===== src/rtl/mac_operand_feeder.sv =====
// Operand feeder for a MAC unit: a 4-deep operand-pair FIFO drained by a small
// batch FSM that also captures accumulator results on update strobes.
module mac_operand_feeder (
    input  logic        clk_i,
    input  logic        reset_i,
    input  logic        wr_valid_i,
    output logic        wr_ready_o,
    input  logic [4:0]  wr_multiplicand_i,
    input  logic [4:0]  wr_multiplier_i,
    input  logic        start_i,
    input  logic [3:0]  batch_len_i,
    input  logic        fetching_input_i,
    input  logic        updating_acc_result_i,
    input  logic [15:0] mac_result_i,
    output logic [4:0]  multiplicand_o,
    output logic [4:0]  multiplier_o,
    output logic [15:0] result_o,
    output logic        result_valid_o,
    output logic        busy_o,
    output logic        done_o,
    output logic        underrun_o,
    output logic [2:0]  fifo_level_o
);

    typedef enum logic [1:0] {IDLE, FEED, WAIT_RES, DONE} state_t;

    state_t      state, state_nxt;
    logic [9:0]  mem [4];
    logic [1:0]  wr_ptr, rd_ptr;
    logic [2:0]  level;
    logic [3:0]  issue_cnt, res_cnt, res_cnt_nxt;
    logic        upd_q;
    logic        fifo_empty, push, pop, fetch_empty, rise, capture, start_ok;

    assign fifo_empty  = (level == 3'd0);
    assign wr_ready_o  = (level < 3'd4);
    assign push        = wr_valid_i && wr_ready_o;
    assign pop         = (state == FEED) && fetching_input_i && !fifo_empty;
    assign fetch_empty = (state == FEED) && fetching_input_i && fifo_empty;
    assign rise        = updating_acc_result_i && !upd_q;
    assign capture     = rise && ((state == FEED) || (state == WAIT_RES));
    assign start_ok    = (state == IDLE) && start_i && (batch_len_i != 4'd0);
    assign res_cnt_nxt = (capture && (res_cnt != 4'd0)) ? res_cnt - 4'd1 : res_cnt;

    assign busy_o       = (state != IDLE);
    assign done_o       = (state == DONE);
    assign fifo_level_o = level;

    always_comb begin
        // NOTE: every always_comb output gets a default first so no path can infer a latch.
        state_nxt = state;
        case (state)
            IDLE:     if (start_ok) state_nxt = FEED;
            FEED:     if (pop && (issue_cnt == 4'd1)) state_nxt = WAIT_RES;
            WAIT_RES: if (res_cnt_nxt == 4'd0) state_nxt = DONE;
            DONE:     state_nxt = IDLE;
            default:  state_nxt = IDLE;
        endcase
    end

    // Operands come straight off the FIFO head, so a push into an empty FIFO shows up a cycle later.
    always_comb begin
        {multiplicand_o, multiplier_o} = 10'd0;
        if ((state == FEED) && !fifo_empty)
            {multiplicand_o, multiplier_o} = mem[rd_ptr];
    end

    // NOTE: the storage array is deliberately not reset; the pointers and level make stale data unreachable.
    always_ff @(posedge clk_i) begin
        if (push)
            mem[wr_ptr] <= {wr_multiplicand_i, wr_multiplier_i};
    end

    // NOTE: sequential state uses non-blocking assignments only, so every register sees pre-edge values.
    always_ff @(posedge clk_i) begin
        if (reset_i) begin
            state          <= IDLE;
            wr_ptr         <= 2'd0;
            rd_ptr         <= 2'd0;
            level          <= 3'd0;
            issue_cnt      <= 4'd0;
            res_cnt        <= 4'd0;
            result_o       <= 16'd0;
            result_valid_o <= 1'b0;
            underrun_o     <= 1'b0;
            upd_q          <= 1'b0;
        end else begin
            state          <= state_nxt;
            upd_q          <= updating_acc_result_i;
            result_valid_o <= capture;
            if (capture)
                result_o <= mac_result_i;

            if (start_ok) begin
                issue_cnt  <= batch_len_i;
                res_cnt    <= batch_len_i;
                underrun_o <= 1'b0;
            end else begin
                res_cnt <= res_cnt_nxt;
                if (pop)
                    issue_cnt <= issue_cnt - 4'd1;
                if (fetch_empty)
                    underrun_o <= 1'b1;
            end

            if (push)
                wr_ptr <= wr_ptr + 2'd1;
            if (pop)
                rd_ptr <= rd_ptr + 2'd1;
            // A push while full is already excluded by wr_ready_o, even when a pop coincides.
            case ({push, pop})
                2'b10:   level <= level + 3'd1;
                2'b01:   level <= level - 3'd1;
                default: level <= level;
            endcase
        end
    end

endmodule


===== config.mk =====
export PLATFORM = sky130hd
export DESIGN_NAME = mac_operand_feeder
export DESIGN_NICKNAME = d
export VERILOG_FILES = /design/src/rtl/mac_operand_feeder.sv
export SDC_FILE = /design/constraint.sdc
export NUM_CORES = 1
export LEC_CHECK = 0
export BUFFER_PORTS_ARGS = -buffer_cell sky130_fd_sc_hd__buf_2
export CAP_MARGIN = 20
export CORE_MARGIN = 2
export CORE_UTILIZATION = 55
export CTS_CLUSTER_SIZE = 40
export DETAILED_ROUTE_END_ITERATION = 10
export MAX_ROUTING_LAYER = met4
export PLACE_DENSITY_LB_ADDON = 0.08
export RECOVER_POWER = 100
export SYNTH_ARGS = -nofsm -noshare
export SYNTH_HDL_FRONTEND = slang
export SYNTH_SLANG_ARGS = --single-unit

===== constraint.sdc =====
create_clock -name clk_i -period 4.42 [get_ports clk_i]
set_input_delay 0.221 -clock clk_i [delete_from_list [all_inputs] [get_ports clk_i]]
set_output_delay 0.221 -clock clk_i [all_outputs]
set_load 0.02 [all_outputs]

# [Word-level counts from Yosys, hierarchy flattened]
# Memory sizes are Yosys's and may differ from the RTL's. A register that Yosys moved wholly into a read port is not among the register bits.
# Index checks and enable logic that the tools add are counted.
[op_classes] add_sub_neg=6 n_reduce_logical=24 eq_ne=9 multipliers=0 shift=0 mux=15 bitwise=0 div=0 order_cmp=1
[ops] operator="two-way mux 4 bit" n=4
[ops] operator="logical AND 1 bit" n=11
[ops] operator="two-way mux 2 bit" n=5
[ops] operator="two-way mux 5 bit" n=2
[ops] operator="case mux 2 bit (4 select lines)" n=1
[ops] operator="nonzero test 4 bit" n=2
[ops] operator="subtractor 4 x 1 -> 4 bit (second input constant)" n=2
[ops] operator="== test 2 bit (second input constant)" n=3
[ops] operator="case mux 3 bit (2 select lines)" n=1
[ops] operator="nonzero test 2 bit" n=3
[ops] operator="adder 2 x 1 -> 2 bit (second input constant)" n=2
[ops] operator="== test 2 x 1 -> 1 bit (second input constant)" n=2
[ops] operator="== test 4 x 1 -> 1 bit (second input constant)" n=1
[ops] operator="logical NOT 4 bit" n=1
[ops] operator="!= test 2 x 1 -> 1 bit (second input constant)" n=2
[ops] operator="adder 3 x 1 -> 3 bit (second input constant)" n=1
[ops] operator="logical NOT 3 bit" n=1
[ops] operator="< comparator 3 bit (second input constant)" n=1
[ops] operator="AND reduction 3 bit" n=1
[ops] operator="subtractor 3 x 1 -> 3 bit (second input constant)" n=1
[ops] operator="logical NOT 1 bit" n=2
[ops] operator="logical NOT 2 bit" n=1
[ops] operator="two-way mux 1 bit" n=2
[ops] operator="!= test 2 bit (second input constant)" n=1
[ops] operator="other kinds (2)" n=2
[word_totals] out_inout_bits=34 reg_bits=36 ram_bits=40 latchBits=0 mem_count=1 rom_bits=0
[memory_table] name="mem" words=4 word_bits=10 read_ports=1 rd_ports_with_merged_regs=1 wr=1 line="28" source="logic [9:0] mem [4];"

# [Logic depth before layout (Yosys ltp)]
[logic_depth] ltp_word=8 depth_mapped=10

# [Worst setup path before layout]
# OpenSTA, ideal clock, no wires.
[synth_timing] path_type="reg-to-reg" from="register state[1]" to="register level[2] (netlist: fifo_level_o[2])" setup_ns=0.070 arrival_time_ns=2.097 synth_period_minus_slack_ns=2.167 t_required_ns=4.350 path_slack_ns=2.253 path_stages_with_launch=11 cell_sequence="dfxtp_1 > inv_1 > ha_1 > o311a_1 > buf_2 > ha_1 > inv_1 > fa_1 > xor2_1 > or3_1 > a21oi_1"
[synth_between] elab_chain_len=5 elab_cells_between_ends=7 classes_between="eq/ne: 3; mux: 1; reduce/logical: 3"
[synth_rtl] element="start, declared" line="27" source="state_t state, state_nxt;"
[synth_rtl] element="start signal, assigned" line="88" source="state <= state_nxt;"
[synth_rtl] element="== test 2 x 1 -> 1 bit *" line="38" source="assign pop = (state == FEED) && fetching_input_i && !fifo_empty;"
[synth_rtl] element="logical AND 1 bit * (2 in a row)" line="38"
[synth_rtl] element="via pop" line="33" source="logic fifo_empty, push, pop, fetch_empty, rise, capture, start_ok;"
[synth_rtl] element="== test 2 x 1 -> 1 bit or == test 2 bit (tied branches)" line="111" source="case ({push, pop})"
[synth_rtl] element="case mux 3 bit (2 select lines) or nonzero test 2 bit (tied branches)"
[synth_rtl] element="end signal, assigned" line="112" source="2'b10: level <= level + 3'd1;"
[synth_rtl] element="end signal, assigned" line="113" source="2'b01: level <= level - 3'd1;"
[synth_rtl] element="end signal, assigned" line="114" source="default: level <= level;"
[synth_rtl] element="end, declared" line="30" source="logic [2:0] level;"
# The timed path passes the listed nets; every way through them passes the cells marked *.
# A chain may end at the register's enable or synchronous reset.

# [Final worst setup path]
[layout_timing] from="register state[1]" to="register level[2] (netlist: fifo_level_o[2])"
[layout_between] elab_chain_len=5 elab_cells_between_ends=7 classes_between="eq/ne: 3; mux: 1; reduce/logical: 3"
[layout_rtl] element="== test 2 x 1 -> 1 bit *" line="38"
[layout_rtl] element="logical AND 1 bit * (2 in a row)" line="38"
[layout_rtl] element="== test 2 x 1 -> 1 bit or == test 2 bit (tied branches)" line="111"
[layout_rtl] element="case mux 3 bit (2 select lines) or nonzero test 2 bit (tied branches)"
# Mark *: on every way between the ends. The rest lies on a longest branch, timed or not.

==> impl_results.rst <==
.. list-table::
   :header-rows: 1

   * - Metric
     - Value
   * - Multiplexer fraction of the synthesized cell area
     - 7.335%
   * - CP arrival
     - 2.70 ns
   * - Final cell area excluding filler cells
     - 0.003839 mm^2
   * - Setup repair after global routing missed its margin
     - false
   * - Drt first-iter violations
     - 82
   * - Worst Setup Slack post-DPL
     - 1.993 ns
   * - Headroom to the max-slew limit
     - 2.895%
   * - Final slew viol count
     - 0
   * - Post-CTS sizing
     - 0
   * - Total global-route track usage
     - 20.63%
   * - Critical path launch point type
     - flip-flop
   * - Worst-case clock skew
     - 0.005072 ns
   * - Wire per inst
     - 14.34 um
   * - Critical path endpoint category
     - flip-flop
   * - Die area
     - 0.006718 mm^2
   * - Clock tree from TritonCTS
     - done
   * - Fill count
     - 503
   * - Length of the first detailed-routing pass in iterations
     - 4
   * - Primary FF master, synth
     - edfxtp_1
   * - Number of CTS-inserted buffers
     - 9
   * - Synth Area in XOR/XNOR
     - 2.844%
   * - Remaining global-route overflow
     - 0
   * - DR vias/cell
     - 5.286
   * - Number of max-cap violations
     - 0
   * - IR drop worst, VDD
     - 0.2406 mV
   * - H-Tree Depth
     - 3
   * - Antenna Diode Count
     - 0
   * - Avg Synthesized Cell Area
     - 11.86 um^2
   * - Proportion of layout cells with a drive suffix above 1
     - 15.21%
   * - Power density normalized to cell area
     - 491.8 mW/mm^2
   * - Cell Rows
     - 28
   * - Worst setup path startpoint
     - state[1]
   * - Leading cell type in the layout, fill and taps excluded
     - clkbuf_1
   * - Final critical path time including I/O delays and setup
     - 2.458 ns
   * - Clock buffer depth
     - 2
   * - Synth area leaders
     - edfxtp_1 36%, dfxtp_1 23%, mux4_2 6.7%, nand2_1 4.8%, ha_1 4.5%
   * - Worst slack on hold paths
     - 0.1188 ns
   * - Detailed-route DRC error count
     - 0
   * - Number of hold violations in the final report
     - 0
   * - Number of enable flip-flop cells after synthesis
     - 40
   * - Final setup fails
     - 0
   * - Floorplan core area
     - 0.005886 mm^2
   * - Largest net degree at the start of global routing
     - 34
   * - Post-synthesis cell type with the largest combined area
     - edfxtp_1
   * - Number of cells after detailed placement
     - 414
   * - IO Count
     - 70
   * - Measured slew at the worst slew-check pin
     - 1.457 ns
   * - Fraction of the mapped netlist area in compound gates
     - 8.458%
   * - Sink Count
     - 78
   * - Die boundary height
     - 81.97 um
   * - Detailed Place HPWL
     - 4.422 mm
   * - Worst Hold Class
     - primary input to flip-flop
   * - Synthesized netlist net count
     - 331
   * - Area share of and/or/nand/nor cells after synthesis
     - 13.85%
   * - Total Nets Final
     - 399
   * - Final non-filler cell total
     - 430
   * - Fmax
     - 406.8 MHz
   * - Portion of synthesized cell area occupied by the leading cell type
     - 35.93%
   * - Leakage power
     - 1.364 nW
   * - Placed Instance Area
     - 0.003721 mm^2
   * - Source of the worst hold timing path
     - mac_result_i[6]
   * - Post CTS Setup Buffer Count
     - 0
   * - Die extent in x
     - 81.97 um
   * - Classification of the worst setup path
     - flip-flop to flip-flop
   * - Placer's final routability congestion estimate
     - 0.8632
   * - Worst r2r src
     - state[1]
   * - Hold buffers post-CTS
     - 0
   * - Number of antenna violations at the first check in global routing
     - 0
   * - Largest family of logic cells by synthesized area
     - simple AND/OR/NAND/NOR gates
   * - CTS root buffer
     - clkbuf_8
   * - Global-route wire length before repair
     - 10.01 mm
   * - Number of library cell types mapped by synthesis
     - 44
   * - Number of port buffers
     - 69
   * - Maximum fanout along the worst path
     - 8
   * - Setup TNS
     - 0 ns
   * - Adder and majority cell fraction of the synthesized area
     - 5.090%
   * - Utilization after layout
     - 65.22%
   * - Growth of design area from synthesis to finish
     - 14.82%
   * - Initial core utilization
     - 56.80%
   * - Most frequent cells in the layout
     - 45 x clkbuf_1, 43 x nand2_1, 40 x edfxtp_1
   * - Worst EP required
     - 4.67 ns
   * - Wirelength, routed
     - 6.168 mm
   * - Via count of the routed design
     - 2273
   * - Via count of the first global-routing pass
     - 2142
   * - Outcome
     - complete, no violations
   * - Number of standard cells after synthesis
     - 282
   * - Clock latency of the later-clocked register in the worst-skew pair
     - 0.33 ns
   * - Total number of yosys warnings
     - 0
   * - Post-route clock period utilization
     - 55.62%
   * - Share of synthesized flip-flops with an asynchronous set or reset
     - 0%
   * - Post-synthesis sequential area ratio
     - 58.68%
   * - Least setup slack across all paths after layout
     - 1.962 ns
   * - Total power consumption of the routed design
     - 1.888 mW
   * - Number of synthesized register bits
     - 78
   * - Cell area after synthesis
     - 0.003343 mm^2
   * - Clock-pin transition on the worst setup and hold timing paths
     - 0.08 ns
   * - Antenna-violating nets left
     - 0
==> registers in the layout, summed over array words and instances (netlist names), named ones only <==
register,count
fifo_level_o,3
issue_cnt,4
mem,40
rd_ptr,2
res_cnt,4
result_o,16
result_valid_o,1
state,2
underrun_o,1
upd_q,1
wr_ptr,2
==> path summary, 6_finish.rpt <==
check,end,slack (ns),cells after the start
worst max-delay path,fifo_level_o[2],1.96,9
worst min-delay path,result_o[6],0.12,3
worst max register to register,fifo_level_o[2],1.96,9
worst min register to register,result_o[9],0.46,2
==> power breakdown <==
group / internal [mW] / leakage (nW) / switching (mW)
Combinational: 0.180 / 0.598 / 0.296
Clock: 0.256 / 0.0880 / 0.246
Sequential: 0.847 / 0.678 / 0.0622
Total: 1.28 / 1.36 / 0.604
==> cell families after synthesis <==
kind of cell / after synthesis
mux: 12
compound gates: 45
xor+xnor: 10
fa+ha+maj: 13
buf+inv: 29
simple gates: 95
flops: 78
==> final cells by class <==
cell class                 count  area [um^2]  share of cell area [%]
sequential                    78         1962                   51.11
multi-input combinational    175         1241                   32.33
timing repair buffer          69        289.0                   7.529
clock buffer                   9        123.9                   3.227
tap                           75        93.84                   2.445
clock inverter                 7        65.06                   1.695
inverter                      17        63.81                   1.662
==> layer usage <==
layer	wire [um]	part of all wire, %	GRT usage, %
met4	90	1.5	8.500
met3	249	4.0	3.297
met5	0	0	-
met1	2695	44	25.49
met2	3133	51	33.90
==> critical path, cell delays in order (launching register included) <==
cell     delay [ns]
dfxtp_1        0.33
inv_1          0.09
ha_1           0.21
o311a_1        0.42
ha_1           0.26
inv_1          0.06
fa_1           0.38
xor2_1         0.16
or3_1          0.31
a21oi_1        0.15
==> synth_stat cells, types with 2 or more instances <==
master,n
nand2_1,43
edfxtp_1,40
dfxtp_1,38
a21oi_1,27
inv_1,17
nor2_1,14
ha_1,12
nor2b_1,12
mux4_2,10
clkbuf_1,7
xnor2_1,5
and2_1,4
buf_2,4
nand3_1,4
nor3_1,4
xor2_1,4
a31oi_1,3
nand4_1,3
o21ai_1,3
a21oi_2,2
mux2i_1,2
or3_1,2
No activity file was read; power rests on OpenSTA's default activity.
